===== config.mk =====
export PLATFORM = sky130hd
export DESIGN_NAME = spu_issue_ctrl
export DESIGN_NICKNAME = d
export VERILOG_FILES = /design/src/rtl/spu_pkg.sv /design/src/rtl/spu_scoreboard.sv /design/src/rtl/spu_issue_ctrl.sv
export SDC_FILE = /design/constraint.sdc
export NUM_CORES = 2
export LEC_CHECK = 0
export ABC_CLOCK_PERIOD_IN_PS = 6400
export CORE_AREA = 2 2 338 340
export DETAILED_ROUTE_END_ITERATION = 16
export DIE_AREA = 0 0 340 342
export PLACE_DENSITY_LB_ADDON = 0.12
export SLEW_MARGIN = 0
export SYNTH_ARGS = -nofsm -noshare
export SYNTH_HDL_FRONTEND = slang
export SYNTH_HIERARCHICAL = 1
export SYNTH_SLANG_ARGS = --single-unit

===== constraint.sdc =====
create_clock -name clk -period 6.4 [get_ports clk]
set_input_delay 0.64 -clock clk [delete_from_list [all_inputs] [get_ports clk]]
set_output_delay 0.64 -clock clk [all_outputs]
set_load 0.005 [all_outputs]

===== src/rtl/spu_pkg.sv =====
// spu_pkg: shared types and sizes for the SPU issue stage.
//   NREG / REG_W : architectural register count and specifier width
//   LAT_W        : width of the latency field and scoreboard countdowns
//   PIPE_EVEN/ODD: values of dec_instr_t.pipe
//   dec_instr_t  : decoded instruction as delivered by the decoder
//   state_e      : issue buffer occupancy
package spu_pkg;

  localparam int unsigned NREG  = 128;
  localparam int unsigned REG_W = 7;
  localparam int unsigned LAT_W = 4;

  localparam logic PIPE_EVEN = 1'b0;
  localparam logic PIPE_ODD  = 1'b1;

  typedef struct packed {
    logic             vld;
    logic             pipe;
    logic             regWriteEnable;
    logic             source;
    logic [3:0]       control;
    logic [REG_W-1:0] ra;
    logic [REG_W-1:0] rb;
    logic [REG_W-1:0] rc;
    logic [REG_W-1:0] rt;
    logic             use_ra;
    logic             use_rb;
    logic             use_rc;
    logic [6:0]       imm7;
    logic [9:0]       imm10;
    logic [15:0]      imm16;
    logic [17:0]      imm18;
    logic [LAT_W-1:0] lat;
  } dec_instr_t;

  typedef enum logic [1:0] {
    ST_EMPTY  = 2'd0,
    ST_PAIR   = 2'd1,
    ST_SECOND = 2'd2
  } state_e;

endpackage


===== src/rtl/spu_scoreboard.sv =====
// spu_scoreboard: per-register countdown of cycles until a result may be consumed.
//   clk, reset          : clock, synchronous active-high reset (clears all counters)
//   ld0_* / ld1_*       : load ports for the two issue slots (slot 1 wins on a tie)
//   src0_addr/src1_addr : ra/rb/rc specifiers of slot 0 / slot 1 ([0]=ra,[1]=rb,[2]=rc)
//   rt0_addr/rt1_addr   : destination specifiers for the WAW checks
//   src*_busy, rt*_busy : counter for the addressed register is nonzero
module spu_scoreboard
  import spu_pkg::*;
(
  input  logic                  clk,
  input  logic                  reset,
  input  logic                  ld0_en,
  input  logic [REG_W-1:0]      ld0_addr,
  input  logic [LAT_W-1:0]      ld0_lat,
  input  logic                  ld1_en,
  input  logic [REG_W-1:0]      ld1_addr,
  input  logic [LAT_W-1:0]      ld1_lat,
  input  logic [2:0][REG_W-1:0] src0_addr,
  input  logic [2:0][REG_W-1:0] src1_addr,
  input  logic [REG_W-1:0]      rt0_addr,
  input  logic [REG_W-1:0]      rt1_addr,
  output logic [2:0]            src0_busy,
  output logic [2:0]            src1_busy,
  output logic                  rt0_busy,
  output logic                  rt1_busy
);

  logic [LAT_W-1:0] cnt_q [NREG];
  logic [LAT_W-1:0] cnt_d [NREG];

  // The issue cycle counts as the first of lat cycles, so the stored value is
  // lat-1: a consumer sees zero exactly lat cycles after its producer issued.
  function automatic logic [LAT_W-1:0] load_val(input logic [LAT_W-1:0] lat);
    return (lat == '0) ? '0 : lat - LAT_W'(1);
  endfunction

  // Decrement every live counter; issue loads override the decrement.
  always_comb begin
    for (int i = 0; i < int'(NREG); i++) begin
      cnt_d[i] = (cnt_q[i] != '0) ? cnt_q[i] - LAT_W'(1) : cnt_q[i];
    end
    if (ld0_en) cnt_d[ld0_addr] = load_val(ld0_lat);
    if (ld1_en) cnt_d[ld1_addr] = load_val(ld1_lat);
  end

  always_ff @(posedge clk) begin
    if (reset) begin
      for (int i = 0; i < int'(NREG); i++) cnt_q[i] <= '0;
    end else begin
      for (int i = 0; i < int'(NREG); i++) cnt_q[i] <= cnt_d[i];
    end
  end

  // Read ports.
  always_comb begin
    for (int k = 0; k < 3; k++) begin
      src0_busy[k] = (cnt_q[src0_addr[k]] != '0);
      src1_busy[k] = (cnt_q[src1_addr[k]] != '0);
    end
    rt0_busy = (cnt_q[rt0_addr] != '0);
    rt1_busy = (cnt_q[rt1_addr] != '0);
  end

endmodule


===== src/rtl/spu_issue_ctrl.sv =====
// spu_issue_ctrl: dual-issue control stage in front of the ID/REG register.
//   clk, reset          : clock, synchronous active-high reset
//   in_valid / in_ready : decoder handshake for one instruction pair
//   in_instr0/in_instr1 : older / younger decoded instruction
//   flush               : drop buffered and incoming instructions this cycle
//   iss_instr_even/odd  : instruction issued to the even (_ID1) / odd (_ID2) pipe
//   iss_dual            : both slots issued this cycle
// Optional (SPU_ISSUE_STATS_EN): stall_cycles, dual_issue_cnt, single_issue_cnt.
module spu_issue_ctrl
  import spu_pkg::*;
(
  input  logic       clk,
  input  logic       reset,
  input  logic       in_valid,
  output logic       in_ready,
  input  dec_instr_t in_instr0,
  input  dec_instr_t in_instr1,
  input  logic       flush,
  output dec_instr_t iss_instr_even,
  output dec_instr_t iss_instr_odd,
  output logic       iss_dual
`ifdef SPU_ISSUE_STATS_EN
  ,
  output logic [31:0] stall_cycles,
  output logic [31:0] dual_issue_cnt,
  output logic [31:0] single_issue_cnt
`endif
);

  state_e     state_q, state_d;
  dec_instr_t slot0_q, slot0_d;
  dec_instr_t slot1_q, slot1_d;

  logic [2:0] src0_busy, src1_busy;
  logic       rt0_busy, rt1_busy;
  logic       blk0, blk1, intra_dep;
  logic       issue0, issue1, drained, accept_ok;

  spu_scoreboard u_sb (
    .clk       (clk),
    .reset     (reset),
    .ld0_en    (issue0 && slot0_q.regWriteEnable),
    .ld0_addr  (slot0_q.rt),
    .ld0_lat   (slot0_q.lat),
    .ld1_en    (issue1 && slot1_q.regWriteEnable),
    .ld1_addr  (slot1_q.rt),
    .ld1_lat   (slot1_q.lat),
    .src0_addr ({slot0_q.rc, slot0_q.rb, slot0_q.ra}),
    .src1_addr ({slot1_q.rc, slot1_q.rb, slot1_q.ra}),
    .rt0_addr  (slot0_q.rt),
    .rt1_addr  (slot1_q.rt),
    .src0_busy (src0_busy),
    .src1_busy (src1_busy),
    .rt0_busy  (rt0_busy),
    .rt1_busy  (rt1_busy)
  );

  // Hazard resolution and issue decision for the buffered pair.
  always_comb begin
    blk0 = (slot0_q.use_ra && src0_busy[0]) || (slot0_q.use_rb && src0_busy[1]) ||
           (slot0_q.use_rc && src0_busy[2]) || (slot0_q.regWriteEnable && rt0_busy);
    blk1 = (slot1_q.use_ra && src1_busy[0]) || (slot1_q.use_rb && src1_busy[1]) ||
           (slot1_q.use_rc && src1_busy[2]) || (slot1_q.regWriteEnable && rt1_busy);
    // Dependences inside the pair are invisible to the scoreboard until slot 0 issues.
    intra_dep = (slot0_q.regWriteEnable &&
                 ((slot1_q.use_ra && (slot1_q.ra == slot0_q.rt)) ||
                  (slot1_q.use_rb && (slot1_q.rb == slot0_q.rt)) ||
                  (slot1_q.use_rc && (slot1_q.rc == slot0_q.rt)))) ||
                (slot0_q.regWriteEnable && slot1_q.regWriteEnable &&
                 (slot1_q.rt == slot0_q.rt));
    issue0  = 1'b0;
    issue1  = 1'b0;
    drained = 1'b0;
    unique case (state_q)
      ST_PAIR: begin
        issue0  = !blk0;
        issue1  = issue0 && slot1_q.vld && !blk1 &&
                  (slot0_q.pipe != slot1_q.pipe) && !intra_dep;
        // A pair whose younger slot is invalid drains with slot 0 alone.
        drained = issue0 && (issue1 || !slot1_q.vld);
      end
      ST_SECOND: begin
        issue1  = !blk1;
        drained = issue1;
      end
      default: drained = 1'b1;
    endcase
    if (flush) begin
      issue0 = 1'b0;
      issue1 = 1'b0;
    end
    accept_ok = !flush && drained;
  end

  // State register.
  always_ff @(posedge clk) begin
    if (reset) begin
      state_q <= ST_EMPTY;
      slot0_q <= '0;
      slot1_q <= '0;
    end else begin
      state_q <= state_d;
      slot0_q <= slot0_d;
      slot1_q <= slot1_d;
    end
  end

  // Next-state: drain on issue, refill on accept, flush wins.
  always_comb begin
    state_d = state_q;
    slot0_d = slot0_q;
    slot1_d = slot1_q;
    unique case (state_q)
      ST_PAIR:   if (issue0) state_d = drained ? ST_EMPTY : ST_SECOND;
      ST_SECOND: if (issue1) state_d = ST_EMPTY;
      default:   state_d = ST_EMPTY;
    endcase
    if (in_valid && accept_ok) begin
      slot0_d = in_instr0;
      slot1_d = in_instr1;
      if (in_instr0.vld)      state_d = ST_PAIR;
      else if (in_instr1.vld) state_d = ST_SECOND;
      else                    state_d = ST_EMPTY;
    end
    if (flush) state_d = ST_EMPTY;
  end

  // Outputs: route each issued instruction by its pipe field, bubbles elsewhere.
  always_comb begin
    iss_instr_even = '0;
    iss_instr_odd  = '0;
    if (issue0) begin
      if (slot0_q.pipe == PIPE_ODD) iss_instr_odd  = slot0_q;
      else                          iss_instr_even = slot0_q;
    end
    if (issue1) begin
      if (slot1_q.pipe == PIPE_ODD) iss_instr_odd  = slot1_q;
      else                          iss_instr_even = slot1_q;
    end
    iss_dual = issue0 && issue1;
    in_ready = accept_ok;
  end

`ifdef SPU_ISSUE_STATS_EN
  logic [31:0] stall_q, stall_d, dual_q, dual_d, single_q, single_d;

  // Issue statistics; flush cycles are not counted.
  always_comb begin
    stall_d  = stall_q;
    dual_d   = dual_q;
    single_d = single_q;
    if (!flush) begin
      if ((state_q != ST_EMPTY) && !issue0 && !issue1) stall_d = stall_q + 32'd1;
      if (issue0 && issue1)                            dual_d  = dual_q + 32'd1;
      if (issue0 ^ issue1)                             single_d = single_q + 32'd1;
    end
  end

  always_ff @(posedge clk) begin
    if (reset) begin
      stall_q  <= '0;
      dual_q   <= '0;
      single_q <= '0;
    end else begin
      stall_q  <= stall_d;
      dual_q   <= dual_d;
      single_q <= single_d;
    end
  end

  assign stall_cycles     = stall_q;
  assign dual_issue_cnt   = dual_q;
  assign single_issue_cnt = single_q;
`endif

endmodule


==> metrics.csv <==
metric;value;unit
clock_path_buffers;3;
dieArea;116300;sq um
gp_congestion;1.119;
ff2ff_setup_slack;0.60;ns
io_buffers;380;
ys_top_cells_by_count;nor2_1 (1203), nand2_1 (863), dfxtp_1 (702);
critPathSlowestCell;dfxtp_1;
cap_viol_max_count;0;
insertion_delay;0.72;ns
grt_max_degree;169;
root_buffer;clkbuf_16;
postCtsHoldBufs;0;
max-slew-margin-rel;14.94;%
ios;382;
ys_seq_area_share;24.09;%
synth_top_cell_area_share;24.09;%
cts_made_buffers;86;
setup_viol;118;
drt-initial-drc-count;10200;
dp_hpwl;218000;microns
synthFlopType;dfxtp_1;
wl_per_cell;31.21;microns
nNetsFinal;8586;
core;113100;sq um
synth.area.mux_share;18.54;%
synthDistinctLibCells;86;
hp-class;in2reg;
p_leak;25.89;nW
dp.cells;9669;
synthTopCellsByArea;dfxtp_1 (24%), mux4_2 (9.8%), mux2i_1 (8.1%);
avgViaCountPerCell;7.020;
async_reset_ff_share;0;%
syn_area;58330;sq um
skew;0.05221;ns
slew_violations;0;
critical-path-max-stage-delay;1.02;ns
drt-total-wl;307900;microns
netlist_instances;7625;
finalHoldViolations;0;
die_width;340;microns
tightest_slew;1.274;ns
synth-simple-area-share;23.77;%
synth_top_family_by_area;simple AND/OR/NAND/NOR gates;
yosys.area_share.adder;2.789;%
grt_pass1_vias;62720;
crit_required;5.76;ns
rows;124;
placed_area;67730;sq um
synth_most_common_cell;nor2_1;
endpoint_kind;primary output;
drive_above_1_share;14.83;%
cts_tree;yes;
syn_nets;7947;
die_h;342;microns
gr-total-overflow;0;
grt_usage;50.16;%
finalInstanceArea;71190;sq um
synth_compound_area_share;21.87;%
whs;0.3982;ns
final_cell_count_no_fill;9868;
cts.sinks;702;
fmax;152.7;MHz
initial_utilization;51.57;%
status;finished, violations left;
worstPathArrival;5.91;ns
setup.worst_path.start_class;flip-flop;
cp_max_fo;8;
ys_ff_latch;702;
syn2layout_area_growth;22.05;%
grt_pass1_wl;432200;microns
antenna_found_initial;33;
ctsHtreeMaxLevel;3;
synth_area_per_cell;7.650;sq um
cp_cell_sequence;inv_1 -> nand2_1 -> nor4_1 -> a21oi_1 -> a41oi_1 -> buf_4 -> a41o_1 -> a22oi_2 -> nand2_1 -> nor2_1 -> a41oi_2 -> or2_4 -> buf_12 -> mux2i_1 -> buf_4 -> clkdlybuf4s50_1;
synth_xor_area_share;2.357;%
dr.pass1.iters;9;
synth_largest_area_cell;dfxtp_1;
p_per_area;449.7;nW/um^2
vias;69270;
period_share;102.3;%
path_clk_slew;0.06;ns
ys.warnings.count;6;
pre_cts_ws;0.3377;ns
setup_ws;-0.1479;ns
antenna_left;0;
drcViolationCount;0;
failed_checks;setup timing;
synth_edf_count;0;
peakVddDrop;0.0003119;V
worst-path-buf-inv;5;
worstSetupPathType;reg2out;
cp_top_family;buffers and inverters;
p_total;32.01;mW
layout_min_cycle_time;6.548;ns
==> stage by stage <==
step,TNS (ns),util (%)
2_1_floorplan,0,-
3_3_place_gp,-67.30,59.86
3_5_place_dp,0,59.88
4_1_cts,0,62.61
5_1_grt,-0.05797,62.91
6_report,-3.417,62.94
==> final timing paths <==
check,cells past startpoint,endpoint,from
setup / recovery,16,iss_instr_odd[7],slot1_q[63]
hold / removal,2,slot0_q[17],reset
setup reg to reg,22,u_sb/cnt_q[119][2],slot1_q[63]
hold reg to reg,2,slot1_q[10],slot1_q[10]
==> where the power goes <==
part           switching [mW]  internal (mW)
logic                    10.8           8.45
registers                1.91           5.69
clock network            2.22           2.98
==> flip-flops by register name, indices dropped and copies added, names as in the netlist <==
| name | flops |
|---|---|
| u_sb/cnt_q | 512 |
| slot0_q | 94 |
| slot1_q | 94 |
| state_q | 2 |
==> layer usage <==
metal / GRT usage (%) / routed length, microns / vias up
met5: 0 / 423 / -
met4: 37.17 / 27960 / 36
met3: 19.66 / 46920 / 1624
met2: 70.74 / 123400 / 5668
met1: 61.64 / 109300 / 32620
li1: - / - / 29320
==> kinds of logic after synthesis <==
kind of cell,after synthesis
AND/OR/NAND/NOR,3094
AO/OA/AOI/OAI,1857
buffers and inverters,934
multiplexers,750
flip-flops,702
XOR/XNOR,157
adder cells (fa/ha/maj),130
other,1
==> repair_timing <==
action,CTS,global route
resized for setup,28,42
buffers inserted,4,15
pin swaps,0,2
gates cloned,0,0
setup endpoints to repair,187,187
==> worst reg2reg max path, delay by kind of cell, from the launching register on <==
kind | cells | cell delay (ns)
compound gates | 7 | 1.39
buf+inv | 7 | 1.77
flops | 1 | 1.02
simple gates | 8 | 1.48
==> area by class of cell <==
cell class | instances | area [sq um]
fillers | 9983 | 41910
multi-input cells | 5989 | 40790
flip-flops and latches | 702 | 14140
repair buffers | 1066 | 9773
clock buffers | 119 | 2437
well taps | 1512 | 1892
inverters | 419 | 1580
clock inverters | 40 | 518.0
diodes | 21 | 52.55
==> cells in the final DEF, fill, tap and decap left out, drive strengths merged, types with 15 or more instances in the layout <==
cell type	n
nor2	1203
nand2	863
dfxtp	702
buf	687
a211oi	617
mux2i	470
a21oi	448
inv	415
clkdlybuf4s50	379
nor3	277
mux4	260
o211ai	196
o21ai	188
nand3	185
xnor2	156
ha	130
nand2b	125
clkbuf	119
nand3b	95
nor4	89
or3	88
a311oi	50
o221ai	49
a221o	39
nor2b	37
a2111oi	33
a31oi	32
nand4	28
clkinv	28
a21boi	27
a22oi	26
nor3b	25
diode	21
mux2	20
or4	20
o2111ai	19
a211o	17
or2	16
o22ai	15
Power figures use the tool's default switching activity.
